===== src/rtl/mem_pkg.sv =====
// Shared types for the MEM stage: access sizes, FSM states, writeback selects.
package mem_pkg;

    typedef enum logic [2:0] {
        MEM_B  = 3'b000,
        MEM_H  = 3'b001,
        MEM_W  = 3'b010,
        MEM_BU = 3'b100,
        MEM_HU = 3'b101
    } mem_size_e;

    typedef enum logic {
        IDLE = 1'b0,
        WAIT = 1'b1
    } mem_state_e;

    localparam logic [1:0] RES_ALU = 2'b00;
    localparam logic [1:0] RES_MEM = 2'b01;
    localparam logic [1:0] RES_PC4 = 2'b10;

endpackage


===== src/rtl/mem_load_align.sv =====
// Load data alignment: selects byte/halfword from the read word and extends.
module mem_load_align
    import mem_pkg::*;
(
    input  logic [31:0] rdata,
    input  logic [1:0]  addr,
    input  logic [2:0]  size,
    output logic [31:0] data
);

    logic [7:0]  byte_sel;
    logic [15:0] half_sel;

    always_comb begin
        byte_sel = rdata[7:0];
        unique case (addr)
            2'b00: byte_sel = rdata[7:0];
            2'b01: byte_sel = rdata[15:8];
            2'b10: byte_sel = rdata[23:16];
            2'b11: byte_sel = rdata[31:24];
            default: byte_sel = rdata[7:0];
        endcase
    end

    // halfword lane chosen by addr[1] only; addr[0] is ignored
    assign half_sel = addr[1] ? rdata[31:16] : rdata[15:0];

    always_comb begin
        data = rdata;
        case (size)
            MEM_B:   data = {{24{byte_sel[7]}}, byte_sel};
            MEM_BU:  data = {24'h0, byte_sel};
            MEM_H:   data = {{16{half_sel[15]}}, half_sel};
            MEM_HU:  data = {16'h0, half_sel};
            default: data = rdata;
        endcase
    end

endmodule


===== src/rtl/mem_stage.sv =====
// MEM pipeline stage: req/ack data port, store lanes, load align, MEM/WB reg.
// Optional build macro MEM_MISALIGN_TRAP_EN traps misaligned H/W accesses.
module mem_stage
    import mem_pkg::*;
#(
    parameter int DATA_WIDTH = 32,
    parameter int PC_WIDTH   = 32,
    parameter int REG_WIDTH  = 5
) (
    input  logic                  clk,
    input  logic                  rst,
    input  logic [DATA_WIDTH-1:0] alu_res_in,
    input  logic [DATA_WIDTH-1:0] w_data_in,
    input  logic [REG_WIDTH-1:0]  rd_in,
    input  logic [PC_WIDTH-1:0]   pc_plus4_in,
    input  logic                  reg_write_in,
    input  logic [1:0]            result_src_in,
    input  logic                  mem_write_in,
    input  logic                  mem_read_in,
    input  logic [2:0]            mem_size_in,
    output logic                  dmem_req,
    output logic                  dmem_we,
    output logic [DATA_WIDTH-1:0] dmem_addr,
    output logic [DATA_WIDTH-1:0] dmem_wdata,
    output logic [3:0]            dmem_be,
    input  logic [DATA_WIDTH-1:0] dmem_rdata,
    input  logic                  dmem_ack,
    output logic                  stall_out,
    output logic [DATA_WIDTH-1:0] alu_res_out,
    output logic [DATA_WIDTH-1:0] read_data_out,
    output logic [REG_WIDTH-1:0]  rd_out,
    output logic [PC_WIDTH-1:0]   pc_plus4_out,
    output logic                  reg_write_out,
    output logic [1:0]            result_src_out,
    output logic                  misalign_exc
);

    mem_state_e state, state_nxt;

    logic access;
    logic is_load;
    logic mis;
    logic req_int;
    logic size_b;
    logic size_h;
    logic size_w;
    logic [1:0] off;
    logic [DATA_WIDTH-1:0] ld_data;

    assign access  = mem_read_in | mem_write_in;
    assign is_load = mem_read_in & ~mem_write_in;
    assign off     = alu_res_in[1:0];
    assign size_b  = (mem_size_in[1:0] == 2'b00);
    assign size_h  = (mem_size_in[1:0] == 2'b01);
    assign size_w  = mem_size_in[1];

`ifdef MEM_MISALIGN_TRAP_EN
    always_comb begin
        mis = 1'b0;
        unique case (1'b1)
            size_h:  mis = off[0];
            size_w:  mis = |off;
            default: mis = 1'b0;
        endcase
        mis = mis & access;
    end
`else
    assign mis = 1'b0;
`endif

    always_ff @(posedge clk or negedge rst) begin
        if (!rst) begin
            state <= IDLE;
        end else begin
            state <= state_nxt;
        end
    end

    always_comb begin
        state_nxt = state;
        req_int   = 1'b0;
        case (state)
            IDLE: begin
                req_int = access & ~mis;
                if (req_int && !dmem_ack) state_nxt = WAIT;
            end
            WAIT: begin
                req_int = 1'b1;
                if (dmem_ack) state_nxt = IDLE;
            end
            default: state_nxt = IDLE;
        endcase
    end

    // gate with reset so the request drops the instant reset asserts
    assign dmem_req  = rst & req_int;
    assign stall_out = dmem_req & ~dmem_ack;

    assign dmem_we   = mem_write_in;
    assign dmem_addr = {alu_res_in[DATA_WIDTH-1:2], 2'b00};

    always_comb begin
        dmem_be    = 4'b1111;
        dmem_wdata = w_data_in;
        if (mem_write_in) begin
            unique case (1'b1)
                size_b: begin
                    dmem_be    = 4'b0001 << off;
                    dmem_wdata = {4{w_data_in[7:0]}};
                end
                size_h: begin
                    dmem_be    = 4'b0011 << {off[1], 1'b0};
                    dmem_wdata = {2{w_data_in[15:0]}};
                end
                default: begin
                    dmem_be    = 4'b1111;
                    dmem_wdata = w_data_in;
                end
            endcase
        end
    end

    mem_load_align u_align (
        .rdata (dmem_rdata),
        .addr  (off),
        .size  (mem_size_in),
        .data  (ld_data)
    );

    always_ff @(posedge clk or negedge rst) begin
        if (!rst) begin
            alu_res_out    <= '0;
            read_data_out  <= '0;
            rd_out         <= '0;
            pc_plus4_out   <= '0;
            reg_write_out  <= 1'b0;
            result_src_out <= '0;
        end else if (stall_out) begin
            reg_write_out  <= 1'b0;
        end else begin
            alu_res_out    <= alu_res_in;
            read_data_out  <= (is_load & ~mis) ? ld_data : '0;
            rd_out         <= rd_in;
            pc_plus4_out   <= pc_plus4_in;
            reg_write_out  <= reg_write_in & ~mis;
            result_src_out <= result_src_in;
        end
    end

`ifdef MEM_MISALIGN_TRAP_EN
    always_ff @(posedge clk or negedge rst) begin
        if (!rst) begin
            misalign_exc <= 1'b0;
        end else begin
            misalign_exc <= mis & ~stall_out;
        end
    end
`else
    assign misalign_exc = 1'b0;
`endif

endmodule


===== config.mk =====
export PLATFORM = sky130hd
export DESIGN_NAME = mem_stage
export DESIGN_NICKNAME = d
export VERILOG_FILES = /design/src/rtl/mem_pkg.sv /design/src/rtl/mem_load_align.sv /design/src/rtl/mem_stage.sv
export SDC_FILE = /design/constraint.sdc
export NUM_CORES = 1
export LEC_CHECK = 0
export ABC_AREA = 1
export CORE_AREA = 2 2 124 126
export CTS_BUF_LIST = sky130_fd_sc_hd__clkbuf_8 sky130_fd_sc_hd__clkbuf_16
export CTS_CLUSTER_SIZE = 16
export DETAILED_ROUTE_END_ITERATION = 10
export DIE_AREA = 0 0 126 128
export PLACE_DENSITY = 0.78
export SETUP_SLACK_MARGIN = 0.4
export SLEW_MARGIN = 20
export SYNTH_ARGS = -nofsm -noshare
export SYNTH_HDL_FRONTEND = slang
export SYNTH_SLANG_ARGS = --single-unit

===== constraint.sdc =====
create_clock -name clk -period 2.8 [get_ports clk]
set_input_delay 0.56 -clock clk [delete_from_list [all_inputs] [get_ports clk]]
set_output_delay 0.56 -clock clk [all_outputs]
set_load 0.1 [all_outputs]

* After elaboration in Yosys (flattened, before gate mapping) *
Index checks and enable logic that the tools add are counted.

word-level totals
  output and inout bits = 176
  flip-flop bits (word level) = 105
  logic and storage cells = 41
  input port bits = 144

cells by class
  muxes and demuxes = 13
  equality and inequality tests = 7
  reductions and logical operators = 5
  bitwise operators = 7
  shift operators = 2

operators with widths
  kind                                                 count
  one-hot mux 32 bit (4 select lines)                  1
  two-way mux 32 bit                                   2
  one-hot mux 32 bit (2 select lines)                  1
  one-hot mux 8 bit (4 select lines)                   1
  two-way mux 16 bit                                   1
  one-hot mux 4 bit (2 select lines)                   1
  equality test 3 bit, second input constant           2
  equality test 2 x 1 -> 1 bit, second input constant  2
  equality test 2 bit, second input constant           2
  zero test 2 bit                                      2
  two-way mux 4 bit                                    1
  one-hot mux 1 bit (2 select lines)                   2
  left shift 1 x 2 -> 4 bit, first input constant      1
  left shift 2 x 2 -> 4 bit, first input constant      1
  AND 1 bit                                            3
  equality test 3 x 1 -> 1 bit, second input constant  1
  zero test 3 bit                                      1
  two-way mux 1 bit                                    3
  NOT 1 bit                                            3
  logical AND 1 bit                                    1
  zero test 1 bit                                      1
  bitwise OR 1 bit                                     1

* Logic depth before layout (Yosys ltp) *
Gate-level depths: netlist of run 1.

  depth after elaboration = 5
  depth in mapped cells = 10
  depth with buffers taken out = 9

* Cells and area by module *
From an unflattened synthesis of run 1, not the netlist that was laid out.

unflattened totals
  cells, all modules = 858
  area, all modules = 6248.5 um^2

modules (own cells, without submodules)
  module          times used  cells an instance  area each (um^2)  seq. area each (um^2)
  mem_stage       1           688                5325.1            2627.5
  mem_load_align  1           170                923.4             0.0

* Worst setup path after synthesis of run 1 *
Ideal clock, no wire load.

  path type = input to output
  from = input port mem_write_in
  to = output port dmem_wdata[16]
  buffers on the path = 1
  setup slack = -1.021 ns
  stages on the path = 5
  arrival time = 3.261 ns
  cells stage by stage = inv_2 nor2_2 inv_2 buf_2 o21ai_0

between the ends
  cells in the longest elaborated chain, start to end = 1

RTL lines
  what                RTL line          text
  start: declaration  mem_stage.sv:18   input logic mem_write_in,
  two-way mux 32 bit  mem_stage.sv:105  if (mem_write_in) begin
  end: declaration    mem_stage.sv:24   output logic [DATA_WIDTH-1:0] dmem_wdata,

Every way passes these cells.

* Worst setup path after layout of run 1 *
  from = input port w_data_in[3]
  to = output port dmem_wdata[27]

between the ends
  cells in the longest elaborated chain, start to end = 2

RTL lines
  what                                 RTL line          text
  start: declaration                   mem_stage.sv:13   input logic [DATA_WIDTH-1:0] w_data_in,
  one-hot mux 32 bit (2 select lines)  mem_stage.sv:106  unique case (1'b1)
  two-way mux 32 bit                   mem_stage.sv:105

Every way passes these cells.

==> results, run 1 <==
- The flow ran to the end, and the final reports show no timing, DRC or antenna violations.
- The worst setup path is captured at a primary output.
- The H-tree level count is 3.
- Counting every instance in the synthesized netlist gives 707.
- The share of post-route cells with drive strength above 1 is 0.257.
- The fraction of registers with async set/reset is 1.00.
- The share of the Yosys chip area taken by registers is 0.498.
- For the pin with the worst max-slew slack, the measured transition is 0.512 ns.
- The signal on the critical path passes through clkdlybuf4s50_1 -> inv_2 -> o22ai_1 -> inv_1 -> o21ai_2 -> buf_12.
- The area of the mapped netlist is around 5300 sq um.
- Of the post-synthesis cell area, the dominant cell type holds 0.498.
- The TritonCTS clock tree is built.
- The type of the worst min-delay path is in -> async.
- The wire length per cell is 15.8 microns.
- By startpoint and endpoint, the worst setup path is classified as in -> out.
- In this run the vertical extent of the chip is ~130 microns.
- The setup-violating endpoint count in the final report is 0.
- The synthesized design spends more area on one cell type than any other, namely sky130_fd_sc_hd__dfrtp_1.
- Once placement finished, the instance area stood at between 8000 and 9000 sq um.
- In this run the core area contains 45 standard-cell rows.
- After clock tree synthesis, the clock-pin slew on the worst setup and hold paths is roughly 0.070 ns.
- The final design area excluding fillers is 8910 sq um.
- The total area inside the core boundary comes to between 10,000 and 15,000 sq um.
- The maximum number of pins on one net before global-route repair is 106.
- The total of buffers placed on input and output ports is around 320.
- For this design the ratio of total power to cell area is around 600 nW/um^2.
- The area of the die is about 16,000 sq um.
- The total routed wirelength is approximately 19 mm.
- The biggest fanout along the worst timing path is 2.
- The number of different library cells used by synthesis comes to 27.
- By area the synthesized netlist is led by sky130_fd_sc_hd__dfrtp_1 50%, sky130_fd_sc_hd__nand2_1 26%, sky130_fd_sc_hd__buf_4 6.8%.
- The detailed router's first-iteration violation count is about 400.
- The headroom to the max-slew limit is 0.658.
- Each instance of the synthesized netlist takes up on average between 7 and 8 sq um.
- The synthesized design contains 0 enable-type register cells.
- In the routed design, unresolved DRC markers number 0.
- Broken down by cell family, the worst path's largest delay share belongs to buffers and inverters.
- The data required time at the worst endpoint is roughly 2.2 ns.
- The static leakage power is approximately 4.6 nW.
- For this run, the post-layout net count is ~1.1k.
- The root buffer cell chosen for the clock tree is sky130_fd_sc_hd__clkbuf_16.
- The count of clock tree sinks is approximately 110.
- Detailed routing inserted a total of between 5k and 6k vias.
- At the worst endpoint, the arrival time is roughly 1.8 ns.
- For flop-to-flop paths, the worst setup slack is 1.42 ns.
- The number of CTS-inserted buffers is 9.
- Counting the fill cells in the layout gives ~1.3k.
- The total negative slack for setup checks is 0 ns.
- The width of the chip is between 100 and 150 microns.
- Yosys instantiated no cell more often than sky130_fd_sc_hd__nand2_1.
- The half-perimeter wire length after placement is approximately 14 mm.
- The final period utilization is 0.841.
- The clock latency on the worst-skew pair is around 0.35 ns.
- In the synthesized netlist the dominant register cell turns out to be sky130_fd_sc_hd__dfrtp_1.
- The tightest hold path in the finished design has a slack of a little under 0.08 ns.
- The slowest library cell on the worst path is sky130_fd_sc_hd__clkdlybuf4s50_1.
- The initial antenna violation count is 0.
- The clock arrives with 0.0106 ns of skew.
- The antenna diode instance count is 0.
- The number of pins exceeding their max-slew limit in the final report was 0.
- The worst-case IR drop observed on VDD is around 0.00031 V.
- In the global route stage, overall resource usage came out at 0.222.
- The detail route stage leaves a number of antenna-violating nets equal to 0.
- Setup repair after global routing left no endpoint under its margin.
- The aggregate global routing overflow is 0.
- The wire length of the first global-routing pass is about 28 mm.
- The initial utilization of the core area, before any placement, comes to 0.355.
- The Yosys step of the flow raised 0 warnings.
- After synthesis, the most frequently instantiated cells are 364 x sky130_fd_sc_hd__nand2_1, 105 x sky130_fd_sc_hd__dfrtp_1, 48 x sky130_fd_sc_hd__buf_4.
- The smallest clock period supported by the final layout is computed as about 2.4 ns.
- The number of buffers and inverters on the critical path is 4.
- The first detailed-routing pass took 4 iterations.
- After synthesis the netlist holds a flip-flop and latch count of 105.
- Static timing analysis puts the maximum clock frequency at between 400 and 500 MHz.
- For this run, the slowest stage of the critical path takes about 0.50 ns.
- The worst setup path is launched from an input pin.
- From synthesis to final layout, the design area changed by 68.9%.
- The max-capacitance violation count is 0.
- The hold violation total from the final report came to 0.
- The number of buffers on the longest clock path is 2.
- The via count of the first global-routing pass was approximately 5k.
- At the end of routability-driven placement, the weighted congestion stood at ~0.92.
- Dividing the detail-routed via count by the number of cells gives between 4 and 5.
- 320 I/O pins were placed.
-- worst register-to-register path, stage by stage (launching register included) --
cell and delay, ns:
sky130_fd_sc_hd__dfrtp_1 0.36, sky130_fd_sc_hd__inv_1 0.06, sky130_fd_sc_hd__nand3_2 0.11, sky130_fd_sc_hd__nand3_4 0.11
sky130_fd_sc_hd__buf_4 0.41, sky130_fd_sc_hd__nand2_1 0.16, sky130_fd_sc_hd__nand2_1 0.10
-- layout make-up --
| cell class | count | area (sq um) | area share |
|---|---|---|---|
| clock buffers | 11 | 253 | 0.0284 |
| clock inverters | 5 | 31.3 | 0.00351 |
| inverters | 41 | 160 | 0.0180 |
| multi-input cells | 491 | 2240 | 0.251 |
| flip-flops and latches | 105 | 2630 | 0.295 |
| well taps | 188 | 235 | 0.0264 |
| repair buffers | 336 | 3370 | 0.378 |
-- per-stage QoR --
step	total power, mW	instances	utilization	setup slack, ns
final	5.35	1177	0.600	0.446
after global routing	5.55	1177	0.600	0.402
after CTS	5.39	1176	0.597	0.393
after detailed placement	4.16	1156	0.574	0.148
after global placement	4.15	1156	0.574	0.193
after floorplan	3.42	709	-	0.347
-- kinds of logic after synthesis --
logic type,share of synthesized area
flip-flops,0.498
AND/OR/NAND/NOR,0.323
buffers and inverters,0.119
other,0.000711
AO/OA/AOI/OAI,0.0600
-- metal layers --
metal	routed length [microns]	GRT usage	vias up	part of all wire
met1	7950	0.301	2558	0.43
met3	1240	0.0526	27	0.067
li1	-	-	2690	-
met5	0	0	-	0
met2	9030	0.359	215	0.49
met4	386	0.0614	0	0.021
-- report_power, final --
part | internal, mW | switching, mW | total, mW
sequential | 1.63 | 0.0634 | 1.70
clock | 0.649 | 0.552 | 1.20
combinational | 0.638 | 1.81 | 2.45
-- state kept, by name, summed over array words and instances (netlist names) --
signal and count:
read_data_out 32, alu_res_out 32, result_src_out 2, state 1, rd_out 5, reg_write_out 1, pc_plus4_out 32
-- worst paths after layout --
path,cells after the start,start,endpoint
worst max-delay path,6,w_data_in[3],dmem_wdata[27]
min in group clk,2,pc_plus4_out[26],pc_plus4_out[26]
worst min-delay path,1,rst,pc_plus4_out[25]
worst max register to register,6,state,result_src_out[1]
max in group asynchronous,2,rst,read_data_out[16]
worst min register to register,2,pc_plus4_out[26],pc_plus4_out[26]
-- cell usage in the layout (no fill, tap or decap), types with 4 or more instances in the layout --
master / count
sky130_fd_sc_hd__o21ai_2: 8
sky130_fd_sc_hd__o21ai_0: 11
sky130_fd_sc_hd__clkdlybuf4s50_1: 136
sky130_fd_sc_hd__clkbuf_16: 10
sky130_fd_sc_hd__o22ai_2: 7
sky130_fd_sc_hd__nand3_1: 15
sky130_fd_sc_hd__o22ai_1: 8
sky130_fd_sc_hd__nor2_1: 39
sky130_fd_sc_hd__inv_2: 6
sky130_fd_sc_hd__o211ai_1: 5
sky130_fd_sc_hd__a21oi_1: 4
sky130_fd_sc_hd__nand2_1: 364
sky130_fd_sc_hd__dfrtp_1: 105
sky130_fd_sc_hd__buf_12: 37
sky130_fd_sc_hd__buf_4: 155
sky130_fd_sc_hd__o21ai_4: 8
sky130_fd_sc_hd__inv_1: 34
-- timing repair --
| action | in CTS | in global routing |
|---|---|---|
| hold buffers | 0 | 0 |
| gates cloned | 1 | 1 |
| pin swaps | 3 | 2 |
| setup endpoints to repair | 28 | 27 |
| setup buffers | 3 | 0 |
| resized for setup | 8 | 10 |
Note: power is estimated with default switching activity, not from simulation.
==> run 2, diff against run 1 <==
--- a/config.mk
+++ b/config.mk
@@ -6,12 +6,12 @@
 export NUM_CORES = 1
 export LEC_CHECK = 0
 export ABC_AREA = 1
-export CORE_AREA = 2 2 124 126
+export CORE_AREA = 2 2 125 127
 export CTS_BUF_LIST = sky130_fd_sc_hd__clkbuf_8 sky130_fd_sc_hd__clkbuf_16
 export CTS_CLUSTER_SIZE = 16
 export DETAILED_ROUTE_END_ITERATION = 10
-export DIE_AREA = 0 0 126 128
-export PLACE_DENSITY = 0.78
+export DIE_AREA = 0 0 127 129
+export PLACE_DENSITY = 0.77
 export SETUP_SLACK_MARGIN = 0.4
 export SLEW_MARGIN = 20
 export SYNTH_ARGS = -nofsm -noshare
==> constraint.sdc (replaced) <==
create_clock -name clk -period 2.34 [get_ports clk]
set_input_delay 0.468 -clock clk [delete_from_list [all_inputs] [get_ports clk]]
set_output_delay 0.468 -clock clk [all_outputs]
set_load 0.1 [all_outputs]
==> run 2 against run 1 <==
- critical path depth is 3 higher
- register-to-register slack worse by 0.66 ns
- clock-buffer cell count fell by 1
- largest cell class unchanged
- largest power group unchanged
- critical endpoint is now dmem_wdata[18]
==> results, run 2 (same netlist as run 1, synthesis figures left out) <==
- The number of standard cells in the final layout excluding fillers is 1,211 (was 1,177).
- The time the worst path needs with I/O delays and setup is ~2.0 ns.
- The combined global-route utilization of all metal layers is 0.246 (was 0.222).
- The length in cells of the worst reg-to-reg path is 8 (was 6).
- The sort of element at the start of the critical path is an input pin (unchanged).
- The number of pins exceeding their max-slew limit in the final report was 0 (unchanged).
- The routed via count divided by cell count was 4.74 (was 4.66).
- The post-placement cell count is 1,171 (was 1,156).
- The detailed-router iteration count before antenna repair is 5 (was 4).
- The floorplan die height came to 129 microns (was 128 microns).
- The layout net count is 1,162 (was 1,128).
- The pin slew with the least headroom to its limit is 0.587 ns (was 0.512 ns).
- The utilization after layout was 0.661 (was 0.600).
- The switching component of the power is 3.02 mW (was 2.43 mW).
- The width of the chip came to 127 microns (was 126 microns).
- The number of CTS-inserted buffers was 9 (unchanged).
- The hold violation total from the final report is 0 (unchanged).
- The max-capacitance violation count was 0 (unchanged).
- The biggest fanout along the worst timing path is 6 (was 2).
- The arrival time at the worst endpoint is 1.52 ns (was 1.79 ns).
- The critical register-to-register path endpoint was read_data_out[6] (was result_src_out[1]).
- The CTS root buffer is sky130_fd_sc_hd__clkbuf_16 (unchanged).
- The routing usage on met3 came to 0.0503 (was 0.0526).
- The critical register-to-register path startpoint is state (unchanged).
- The routability congestion estimate from global placement is 0.900 (was 0.916).
- The antenna diode instance count is 0 (unchanged).
- The relative contribution of the clock network to total power is 0.230 (was 0.225).
- Crit path cell chain: buf_6 -> buf_8 -> inv_16 -> nor2_4 -> inv_4 -> buf_12 -> buf_12 -> o21ai_4 -> buf_12 (was clkdlybuf4s50_1 -> inv_2 -> o22ai_1 -> inv_1 -> o21ai_2 -> buf_12).
- The remaining routing DRC violations is 0 (unchanged).
- The met1 capacity usage during global routing is 0.308 (was 0.301).
- The area of the die came to 16,400 sq um (was 16,100 sq um).
- The effective utilization at floorplan is 0.352 (was 0.355).
- The area growth from synthesis to layout is 87.6% (was 68.9%).
- The data required time at the worst endpoint is 1.87 ns (was 2.24 ns).
- In this design, the critical path's most frequently occurring cell is sky130_fd_sc_hd__buf_12.
- Registers with the most flip-flops: alu_res_out (32), pc_plus4_out (32), read_data_out (32) (unchanged).
- The fraction of power consumed by combinational cells is 0.469 (was 0.458).
- The detailed-route via count is 5,737 (was 5,490).
- The TritonCTS clock tree is built (unchanged).
- The wire length per cell was 17.2 microns (was 15.8 microns).
- The power per cell area is 681 nW/um^2 (was 600 nW/um^2).
- The count of clock tree sinks is 105 (unchanged).
- The number of filler instances in the final layout is 1,211 (was 1,324).
- The count of cell instances traversed by the critical path is 9 (was 6).
- The part of the total power dissipated in sequential elements is 0.301 (was 0.317).
- The detailed router's first-iteration violation count is 331 (was 408).
- The worst reg-to-reg setup slack is 0.76 ns (was 1.42 ns).
- The setup skew after layout is 0.00307 ns (was 0.0106 ns).
- The static leakage power is 5.05 nW (was 4.65 nW).
- The most common library cell in the layout ignoring fill and taps is sky130_fd_sc_hd__nand2_1 (unchanged).
- The count of boundary I/O pins is 320 (unchanged).
- The capture point of the critical path is dmem_wdata[18] (was dmem_wdata[27]).
- The setup-violating endpoint count in the final report is 0 (unchanged).
- Setup repair after global routing missed its margin: yes (was no).
- Commonest cells after routing, fill and taps aside: 356 x sky130_fd_sc_hd__nand2_1, 146 x sky130_fd_sc_hd__buf_4, 120 x sky130_fd_sc_hd__clkdlybuf4s50_1, 105 x sky130_fd_sc_hd__dfrtp_1, 78 x sky130_fd_sc_hd__buf_12 (was 364 x sky130_fd_sc_hd__nand2_1, 155 x sky130_fd_sc_hd__buf_4, 136 x sky130_fd_sc_hd__clkdlybuf4s50_1, 105 x sky130_fd_sc_hd__dfrtp_1, 39 x sky130_fd_sc_hd__nor2_1).
- The initial antenna violation count was 0 (unchanged).
- The startpoint of the most critical setup path is mem_write_in (was w_data_in[3]).
- The core region area came to 15,000 sq um (was 14,900 sq um).
- The overall power after layout came to 6.74 mW (was 5.35 mW).
- The clock latency on the worst-skew pair was 0.34 ns (was 0.35 ns).
- The headroom to the max-slew limit is 0.609 (was 0.658).
- The category of the worst setup path capture point is a primary output (unchanged).
- The row count is 45 (unchanged).
- The total routed wirelength was 20.9 mm (was 18.6 mm).
- The path type of the worst setup path is in -> out (unchanged).
- The cell-internal power is 3.73 mW (was 2.92 mW).
- The worst vdd rail ir drop is 0.000461 V (was 0.000312 V).
- The number of nets with antenna violations after detailed routing is 0 (unchanged).
- The final period utilization is 0.849.
- The clock slew at the register clock pins of the worst setup and hold paths is 0.07 ns (about the same).
- The share of post-route cells with drive strength above 1 was 0.321 (was 0.257).
- The met2 demand-to-capacity share in global routing is 0.422 (was 0.359).
- The total of buffers placed on input and output ports is 316 (unchanged).
- The maximum number of pins on one net before global-route repair came to 105 (was 106).
- The type of the worst min-delay path is in -> async (unchanged).
- The switching portion of total power is 0.447 (was 0.454).
- The slowest library cell on the worst path is sky130_fd_sc_hd__buf_12 (was sky130_fd_sc_hd__clkdlybuf4s50_1).
- The aggregate global routing overflow is 0 (unchanged).
- The via count of the first global-routing pass is 5,755 (was 5,000).
- The critical path buffer and inverter count is 7 (was 4).
- The most congested layer reported by global routing is met2 (unchanged).
- The wire length of the first global-routing pass is 31.3 mm (was 28.0 mm).
- The half-perimeter wire length after placement was 15.2 mm (was 14.2 mm).
- The H-tree level count is 3 (unchanged).
- The category of cells accounting for the largest share of critical-path delay was buffers and inverters (unchanged).
- The number of buffers on the longest clock path was 2 (unchanged).
- Derived from the worst setup path, the maximum achievable clock frequency is approximately 500 MHz.
- Status: complete, no violations (unchanged).
- The highest cell delay on the worst timing path is 0.19 ns (was 0.50 ns).
==> run 2: per-stage QoR <==
| step | hold WS, ns | TNS (ns) | area (sq um) | setup slack (ns) |
|---|---|---|---|---|
| final | 0.204 | 0 | 9900 | 0.353 |
| after global routing | 0.290 | 0 | 9900 | 0.326 |
| after CTS | 0.276 | 0 | 9800 | 0.377 |
| after detailed placement | 0.287 | -0.937 | 9210 | -0.0883 |
| after global placement | 0.287 | -0.0335 | 9210 | -0.0153 |
| after floorplan | 0.172 | 0 | 5590 | 0.136 |
==> run 2: power by group through the flow <==
stage | sequential (mW) | clock (mW) | combinational [mW]
finish | 2.03 | 1.55 | 3.16
global placement | 2.06 | 0 | 3.05
global route | 2.05 | 1.66 | 3.27
CTS | 2.03 | 1.59 | 3.14
detailed placement | 2.06 | 0 | 3.08
floorplan | 3.08 | 0 | 1.04
==> run 2: how the worst min path moves through the flow <==
stage | start | end | slack (ns) | cells past startpoint
floorplan | rst | alu_res_out[0] | 0.17 | 0
global placement | rst | state | 0.29 | 1
detailed placement | rst | state | 0.29 | 1
CTS | rst | pc_plus4_out[20] | 0.28 | 2
global route | rst | pc_plus4_out[18] | 0.29 | 2
finish | rst | pc_plus4_out[20] | 0.20 | 2
==> run 2: metal layers <==
metal,wire length [microns],up-vias
met5,0,-
met4,664,0
met3,1210,50
met2,10600,222
met1,8420,2702
li1,-,2763
==> run 2: area by class of cell <==
cell class	instances	area [sq um]	area share
timing repair buffer	368	4110	0.415
sequential	105	2630	0.265
timing repair inverter	1	6.26	0.000632
tap	188	235	0.0238
multi-input combinational	492	2430	0.246
clock buffer	10	239	0.0241
clock inverter	6	65.1	0.00657
inverter	41	185	0.0187
==> run 2: repair_timing <==
action | 4_1_cts | 5_1_grt
hold endpoints to repair | 1 | 0
hold buffers | 1 | 0
setup buffers | 14 | 6
gates cloned | 3 | 0
gates resized for setup | 87 | 14
setup endpoints to repair | 32 | 25
pin swaps | 22 | 7
